## src/rtl/alu_issue_if.sv

```systemverilog
// Issue-stage bundle: instruction handshake, write-back port, and the operand
// handshake toward the ALU. The slave modport is the issue stage itself.
interface alu_issue_if;
    logic        in_valid;
    logic        in_ready;
    logic [15:0] instr;
    logic        wb_en;
    logic [1:0]  wb_addr;
    logic [7:0]  wb_data;
    logic        ex_valid;
    logic        ex_ready;
    logic [7:0]  alu_a;
    logic [7:0]  alu_b;
    logic [2:0]  alu_ctrl;
    logic [1:0]  ex_rd;
    logic        err;

    modport master (
        output in_valid, instr, wb_en, wb_addr, wb_data, ex_ready,
        input  in_ready, ex_valid, alu_a, alu_b, alu_ctrl, ex_rd, err
    );

    modport slave (
        input  in_valid, instr, wb_en, wb_addr, wb_data, ex_ready,
        output in_ready, ex_valid, alu_a, alu_b, alu_ctrl, ex_rd, err
    );
endinterface

```

## src/rtl/alu_issue_stage.sv

```systemverilog
// ALU issue stage: decode, 4x8 register file, busy scoreboard, registered operands.
// Define ALU_ISSUE_FWD_EN to bypass write-back data into a same-cycle issue.
module alu_issue_stage (
    input logic        clk,
    input logic        rst_n,
    alu_issue_if.slave bus
);
    localparam logic [1:0] OP_NOP = 2'b00;
    localparam logic [1:0] OP_RR  = 2'b01;
    localparam logic [1:0] OP_RI  = 2'b10;
    localparam logic [1:0] OP_ILL = 2'b11;

    logic [3:0][7:0] regs;
    logic [3:0]      busy;

    logic [1:0] op, rd, rs1, rs2;
    logic [2:0] ctrl;
    logic       is_alu, uses_b;
    logic       fwd_a, fwd_b;
    logic       haz_a, haz_b, haz_rd, hazard;
    logic [7:0] val_a, val_b;
    logic       accept;
    logic [3:0] busy_set, busy_clr;

    always_comb begin
        op     = bus.instr[15:14];
        ctrl   = bus.instr[13:11];
        rd     = bus.instr[10:9];
        rs2    = bus.instr[6:5];
        is_alu = (op == OP_RR) || (op == OP_RI);
        uses_b = (op == OP_RR);
        // reg-imm reuses rd as its A source
        rs1    = uses_b ? bus.instr[8:7] : rd;
`ifdef ALU_ISSUE_FWD_EN
        fwd_a = bus.wb_en && (bus.wb_addr == rs1);
        fwd_b = bus.wb_en && (bus.wb_addr == rs2);
`else
        fwd_a = 1'b0;
        fwd_b = 1'b0;
`endif
        val_a  = fwd_a ? bus.wb_data : regs[rs1];
        val_b  = uses_b ? (fwd_b ? bus.wb_data : regs[rs2]) : bus.instr[7:0];
        haz_a  = busy[rs1] && !fwd_a;
        haz_b  = uses_b && busy[rs2] && !fwd_b;
        haz_rd = busy[rd] && !(bus.wb_en && (bus.wb_addr == rd));
        hazard = is_alu && (haz_a || haz_b || haz_rd);
    end

    assign bus.in_ready = (!bus.ex_valid || bus.ex_ready) && !hazard;
    assign accept       = bus.in_valid && bus.in_ready;

    always_comb begin
        busy_set = 4'b0000;
        busy_clr = 4'b0000;
        if (accept && is_alu) busy_set = 4'b0001 << rd;
        if (bus.wb_en)        busy_clr = 4'b0001 << bus.wb_addr;
    end

    always_ff @(posedge clk or negedge rst_n) begin
        if (!rst_n) begin
            regs         <= '0;
            busy         <= '0;
            bus.ex_valid <= 1'b0;
            bus.alu_a    <= '0;
            bus.alu_b    <= '0;
            bus.alu_ctrl <= '0;
            bus.ex_rd    <= '0;
            bus.err      <= 1'b0;
        end else begin
            if (bus.wb_en) regs[bus.wb_addr] <= bus.wb_data;
            // set wins over a same-edge clear of the same bit
            busy <= (busy & ~busy_clr) | busy_set;
            if (accept && is_alu) begin
                bus.ex_valid <= 1'b1;
                bus.alu_a    <= val_a;
                bus.alu_b    <= val_b;
                bus.alu_ctrl <= ctrl;
                bus.ex_rd    <= rd;
            end else if (bus.ex_ready) begin
                bus.ex_valid <= 1'b0;
            end
            if (accept && (op == OP_ILL)) bus.err <= 1'b1;
        end
    end

    // NOP is consumed purely through the handshake
    logic unused_nop;
    assign unused_nop = (op == OP_NOP);
endmodule
```

## src/flat_wrapper.sv

```systemverilog
// flat-port wrapper written by rule: the top's interface ports become plain ports
module alu_issue_stage_flat 
  (clk, rst_n, bus_in_valid, bus_instr, bus_wb_en, bus_wb_addr, bus_wb_data, bus_ex_ready, bus_in_ready, bus_ex_valid, bus_alu_a, bus_alu_b, bus_alu_ctrl, bus_ex_rd, bus_err);
  alu_issue_if bus_i ();
  input logic clk;
  input logic rst_n;
  input wire logic [$bits(bus_i.in_valid)-1:0] bus_in_valid;
  input wire logic [$bits(bus_i.instr)-1:0] bus_instr;
  input wire logic [$bits(bus_i.wb_en)-1:0] bus_wb_en;
  input wire logic [$bits(bus_i.wb_addr)-1:0] bus_wb_addr;
  input wire logic [$bits(bus_i.wb_data)-1:0] bus_wb_data;
  input wire logic [$bits(bus_i.ex_ready)-1:0] bus_ex_ready;
  output wire logic [$bits(bus_i.in_ready)-1:0] bus_in_ready;
  output wire logic [$bits(bus_i.ex_valid)-1:0] bus_ex_valid;
  output wire logic [$bits(bus_i.alu_a)-1:0] bus_alu_a;
  output wire logic [$bits(bus_i.alu_b)-1:0] bus_alu_b;
  output wire logic [$bits(bus_i.alu_ctrl)-1:0] bus_alu_ctrl;
  output wire logic [$bits(bus_i.ex_rd)-1:0] bus_ex_rd;
  output wire logic [$bits(bus_i.err)-1:0] bus_err;
  assign bus_i.in_valid = bus_in_valid;
  assign bus_i.instr = bus_instr;
  assign bus_i.wb_en = bus_wb_en;
  assign bus_i.wb_addr = bus_wb_addr;
  assign bus_i.wb_data = bus_wb_data;
  assign bus_i.ex_ready = bus_ex_ready;
  assign bus_in_ready = bus_i.in_ready;
  assign bus_ex_valid = bus_i.ex_valid;
  assign bus_alu_a = bus_i.alu_a;
  assign bus_alu_b = bus_i.alu_b;
  assign bus_alu_ctrl = bus_i.alu_ctrl;
  assign bus_ex_rd = bus_i.ex_rd;
  assign bus_err = bus_i.err;
  alu_issue_stage u_core (.clk(clk), .rst_n(rst_n), .bus(bus_i));
endmodule
```

## config.mk

```make
export PLATFORM = sky130hd
export DESIGN_NAME = alu_issue_stage_flat
export DESIGN_NICKNAME = d
export VERILOG_FILES = /design/src/rtl/alu_issue_if.sv /design/src/rtl/alu_issue_stage.sv /design/src/flat_wrapper.sv
export SDC_FILE = /design/constraint.sdc
export NUM_CORES = 1
export LEC_CHECK = 0
export ABC_AREA = 0
export BUFFER_PORTS_ARGS = -buffer_cell sky130_fd_sc_hd__buf_2
export CAP_MARGIN = 25
export CORE_MARGIN = 1
export CORE_UTILIZATION = 35
export CTS_CLUSTER_SIZE = 28
export DETAILED_ROUTE_END_ITERATION = 10
export GPL_TIMING_DRIVEN = 0
export SYNTH_ARGS = -nofsm -noshare
export SYNTH_HDL_FRONTEND = slang
export SYNTH_SLANG_ARGS = --single-unit
```

## constraint.sdc

```tcl
create_clock -name clk -period 7.55 [get_ports clk]
set_input_delay 1.51 -clock clk [delete_from_list [all_inputs] [get_ports clk]]
set_output_delay 1.51 -clock clk [all_outputs]
set_load 0.05 [all_outputs]
```

Word-level counts from Yosys, hierarchy flattened
Cells that the tools add are included.
- input bits: 31
- output and inout port bits: 24
- register bits after elaboration: 59
- logic and storage cells: 61
- multiplexer cells: 19
- shifts and indexed selects: 2
- bitwise gates (word level): 3
- magnitude comparators: 5
- equal/unequal tests: 4
- reductions and logical operators: 17
- operator list (cell ; count):
    8-bit binary-select mux with 2-bit select ; 2
    32-bit bitwise mux ; 1
    8-bit 2-to-1 mux ; 4
    8-bit demux with 2-bit select ; 1
    2-bit by 3-bit less-than comparator with 1-bit output (second input constant) ; 4
    1-bit logical AND ; 9
    4-bit 2-to-1 mux ; 2
    1-bit by 2-bit left shift with 4-bit output (first input constant) ; 2
    1-bit binary-select mux with 2-bit select ; 3
    1-bit 2-to-1 mux ; 5
    4-bit AND ; 1
    2-bit == test (second input constant) ; 2
    1-bit logical OR ; 4
    4-bit inverter ; 1
    4-bit bitwise OR ; 1
    1-bit logical NOT ; 3
    2-bit by 1-bit == test with 1-bit output (second input constant) ; 1
    2-bit == test ; 1
    2-bit by 1-bit >= comparator with 1-bit output (second input constant) ; 1
    2-bit 2-to-1 mux ; 1
    2-bit nonzero test ; 1

Longest topological paths before layout
- word-level depth: 13
- depth in mapped cells: 8
- depth with buffers taken out: 6

Least setup slack after synthesis
Ideal clock, no wire load.
- path kind: input-to-output
- start: in bus_instr[15]
- end: out bus_in_ready
- cell stages on the path: 7
- data required time: 6.040 ns
- arrival time: 3.517 ns
- buffers on the path: 1
- setup slack: 2.523 ns
- cell sequence: inv_1 -> ha_1 -> buf_6 -> mux2i_2 -> mux4_2 -> a211oi_1 -> o21a_1
- cells in the longest elaborated chain, start to end: 9
- elaborated cells between the ends (all ways): 12
- classes of those cells: eq/ne (2); mux (3); reduce/logical (7)
- ends and longest elaborated chain (item ; RTL line ; source):
    start, declared ; flat_wrapper.sv:8 ; input wire logic [$bits(bus_i.instr)-1:0] bus_instr;
    2-bit by 1-bit == test with 1-bit output ; alu_issue_stage.sv:30, alu_issue_stage.sv:31 ;
    2-bit 2-to-1 mux ; alu_issue_stage.sv:33 ; rs1 = uses_b ? bus.instr[8:7] : rd;
    1-bit binary-select mux with 2-bit select ; alu_issue_stage.sv:43 ; haz_a = busy[rs1] && !fwd_a;
    1-bit 2-to-1 mux (not written as such) ; alu_issue_stage.sv:43 ;
    1-bit logical OR (2 in a row) ; alu_issue_stage.sv:46 ; hazard = is_alu && (haz_a || haz_b || haz_rd);
    1-bit logical AND * ; alu_issue_stage.sv:46 ;
    1-bit logical NOT * ; alu_issue_stage.sv:49 ; assign bus.in_ready = (!bus.ex_valid || bus.ex_ready) && !hazard;
    1-bit logical AND * ; alu_issue_stage.sv:49 ;
    end, declared ; flat_wrapper.sv:13 ; output wire logic [$bits(bus_i.in_ready)-1:0] bus_in_ready;
Mark *: on every way between the ends. The rest lies on a longest branch, timed or not. The select of a mux whose other input is x is not followed.

Final worst setup path
Ends and elaborated chain as after synthesis.

==> reports/metrics.cfg <==
[pwr]
irDropWorstVdd_v = 0.0000951
leakage_nw = 1.54
powerDensity_mw_per_mm2 = 365

[detailed_routing]
wl_um = 6230
wire_per_inst_um = 17.8
drt-initial-drc-count = 85
ant_nets = 0
vias = 1816
dr.pass1.iters = 4
drc_errors = 0
via_per_inst = 5.19

[clock_tree]
insertion_delay_ns = 0.33
postCtsResizedCells = 0
cts_root_buffer = clkbuf_8
htree_levels = 3
cts_tree = yes
cts_buffer_depth = 2
path_clk_slew_ns = 0.06
cts_made_buffers = 9
cts_hold_buf = 0
cts_setup_buffers = 0
cts_sinks = 59

[floorplan]
io_pins = 55
initial_core_util = 0.370
die_h_um = 93.3
num_rows = 32
die-area_mm2 = 0.00871
core_area_mm2 = 0.00789
die_x_um = 93.3

[timing]
period_share = 0.730
finalHoldViolCount = 0
fin_setup_tns_ns = 0
skew_ns = 0.00627
timing.final.ws_setup_ns = 2.04
relSlewSlack = 0.387
drv_slew = 0
setup_viol = 0
final.min_clock_period_ns = 5.51
whs_ns = 0.500
rsz0062_at_grt = no
tightestPinTransition_ns = 0.902
fmax_mhz = 181

[global_routing]
met3_usage = 0.0618
busiest_layer = met2
grtUsageTotal = 0.158
overflow = 0
grt_pass1_vias = 1879
antenna_found_initial = 0
grt_pass1_wl_um = 9950
met1_usage = 0.216
grt_use_met2 = 0.233
grt_max_degree = 34

[worst_hold_path]
min_from = u_core.bus.alu_b[7]$_DFFE_PN0P_
min_path_cells = 1
hold_path_class = reg -> reg

[final_layout]
design_area_mm2 = 0.00352
n_antenna_cell = 0
final_common_cell = mux2_2
layout_common_cells = 60 x mux2_2, 59 x dfrtp_1, 50 x buf_2
fin_nets = 277
area_growth_pct = 20.4
drive_above_1_share = 0.581

[placement]
place_congestion = 0.778
dpl.hpwl_um = 4220
placed_cell_area_mm2 = 0.00332
portBuffers = 50
dpl_worst_slack_ns = 2.03

[setup_path]
crit_required_ns = 6.04
crit_top_cell = buf_2
reg2regPathDepth = 4
crit_arrival_ns = 4.00
crit_slowest_cell = mux2i_2
worstPathMaxFanout = 9
rr_startpoint = u_core.busy[0]$_DFF_PN0_
cp_slowest_stage_delay_ns = 0.69
crit_path_end_kind = output port
rrSetupSlack_ns = 5.06
path_cells = buf_2, inv_1, ha_1, buf_6, mux2i_2, mux4_2, a211oi_1, o21a_1, buf_2
critPathKind = in -> out
crit_start = bus_instr[15]
critPathLaunchType = primary input

[logic_synthesis]
synth.avg_cell_area_um2 = 16.0
yosysWarnings = 0
yosysUniqueCellTypes = 27
yosysSeqAreaShare = 0.506
syn_area_mm2 = 0.00292
netlist_instances = 182
synth_nets = 215
synth_seq_cells = 59

[run]
drv_cap = 0

[outcome]
status = finished, final reports clean

==> layout make-up <==
class | count | area, um^2
fillers | 715 | 4370
inverters | 6 | 22.5
well taps | 102 | 128
clock inverters | 2 | 35.0
clock buffers | 13 | 159
flip-flops and latches | 59 | 1480
plain buffers | 10 | 61.3
repair buffers | 51 | 270
multi-input cells | 107 | 1370
==> worst paths after layout <==
check | endpoint
worst max-delay path | bus_in_ready
worst min-delay path | u_core.bus.alu_b[7]$_DFFE_PN0P_
worst max register to register | u_core.bus.alu_ctrl[1]$_DFFE_PN0P_
worst min register to register | u_core.bus.alu_b[7]$_DFFE_PN0P_
max in group asynchronous | u_core.regs[31]$_DFFE_PN0P_
min in group asynchronous | u_core.bus.alu_ctrl[2]$_DFFE_PN0P_
==> state kept, by name, indices dropped and copies added (netlist names) <==
register and count:
u_core.bus.alu_a 8, u_core.bus.alu_b 8, u_core.bus.alu_ctrl 3, u_core.bus.err 1, u_core.bus.ex_rd 2, u_core.bus.ex_valid 1
u_core.busy 4, u_core.regs 32
==> metrics by stage <==
step | utilization | power (W) | std cells
floorplan | - | 0.000882 | 182
global placement | 0.418 | 0.000998 | 334
detailed placement | 0.421 | 0.00101 | 335
CTS | 0.446 | 0.00130 | 350
global route | 0.446 | 0.00135 | 350
finish | 0.446 | 0.00128 | 350
==> per-layer routing <==
layer | routed length, um | vias up
met1 | 3000 | 925
met2 | 2810 | 51
li1 | - | 834
met3 | 372 | 6
met4 | 56 | 0
met5 | 0 | -
==> where the power goes <==
part / internal (W) / switching [W] / total [W]
Clock: 0.000168 / 0.000118 / 0.000287
Combinational: 0.000189 / 0.000334 / 0.000523
Sequential: 0.000417 / 0.0000573 / 0.000475
Total: 0.000774 / 0.000510 / 0.00128
==> worst max-delay path, delay by kind of cell <==
kind,cells,cell delay (ns)
adders and majority gates,1,0.15
buffers and inverters,4,0.54
AOI/OAI and AO/OA,2,0.45
muxes,2,1.33
==> cell usage after synthesis, drive strengths merged <==
master | number | share of area
a2111oi | 1 | 0.0094
xor2 | 2 | 0.0060
a32o | 4 | 0.014
mux2i | 4 | 0.016
nand3b | 3 | 0.0077
a21o | 1 | 0.0026
mux2 | 61 | 0.24
inv | 6 | 0.0077
dfrtp | 59 | 0.51
a211oi | 1 | 0.0026
nand2b | 1 | 0.0021
ha | 2 | 0.0086
mux4 | 17 | 0.14
a31oi | 2 | 0.0043
nand3 | 1 | 0.0017
a31o | 1 | 0.0030
o31a | 2 | 0.0060
nor3 | 1 | 0.0017
a21oi | 2 | 0.0034
buf | 4 | 0.013
clkbuf | 6 | 0.0081
o21a | 1 | 0.0026
==> cell families (layout without fill, tap and decap cells) <==
logic type                 Yosys count  in the layout  share of synthesized area
AOI/OAI and AO/OA                   15             15                     0.0476
xor gates and xnor gates             2              2                    0.00600
adders and majority gates            2              2                    0.00857
buffers and inverters               16             82                     0.0287
DFF                                 59             59                      0.506
muxes                               82             82                      0.390
and+or+nand+nor                      6              6                     0.0133
No activity file was read; power rests on OpenSTA's default activity.
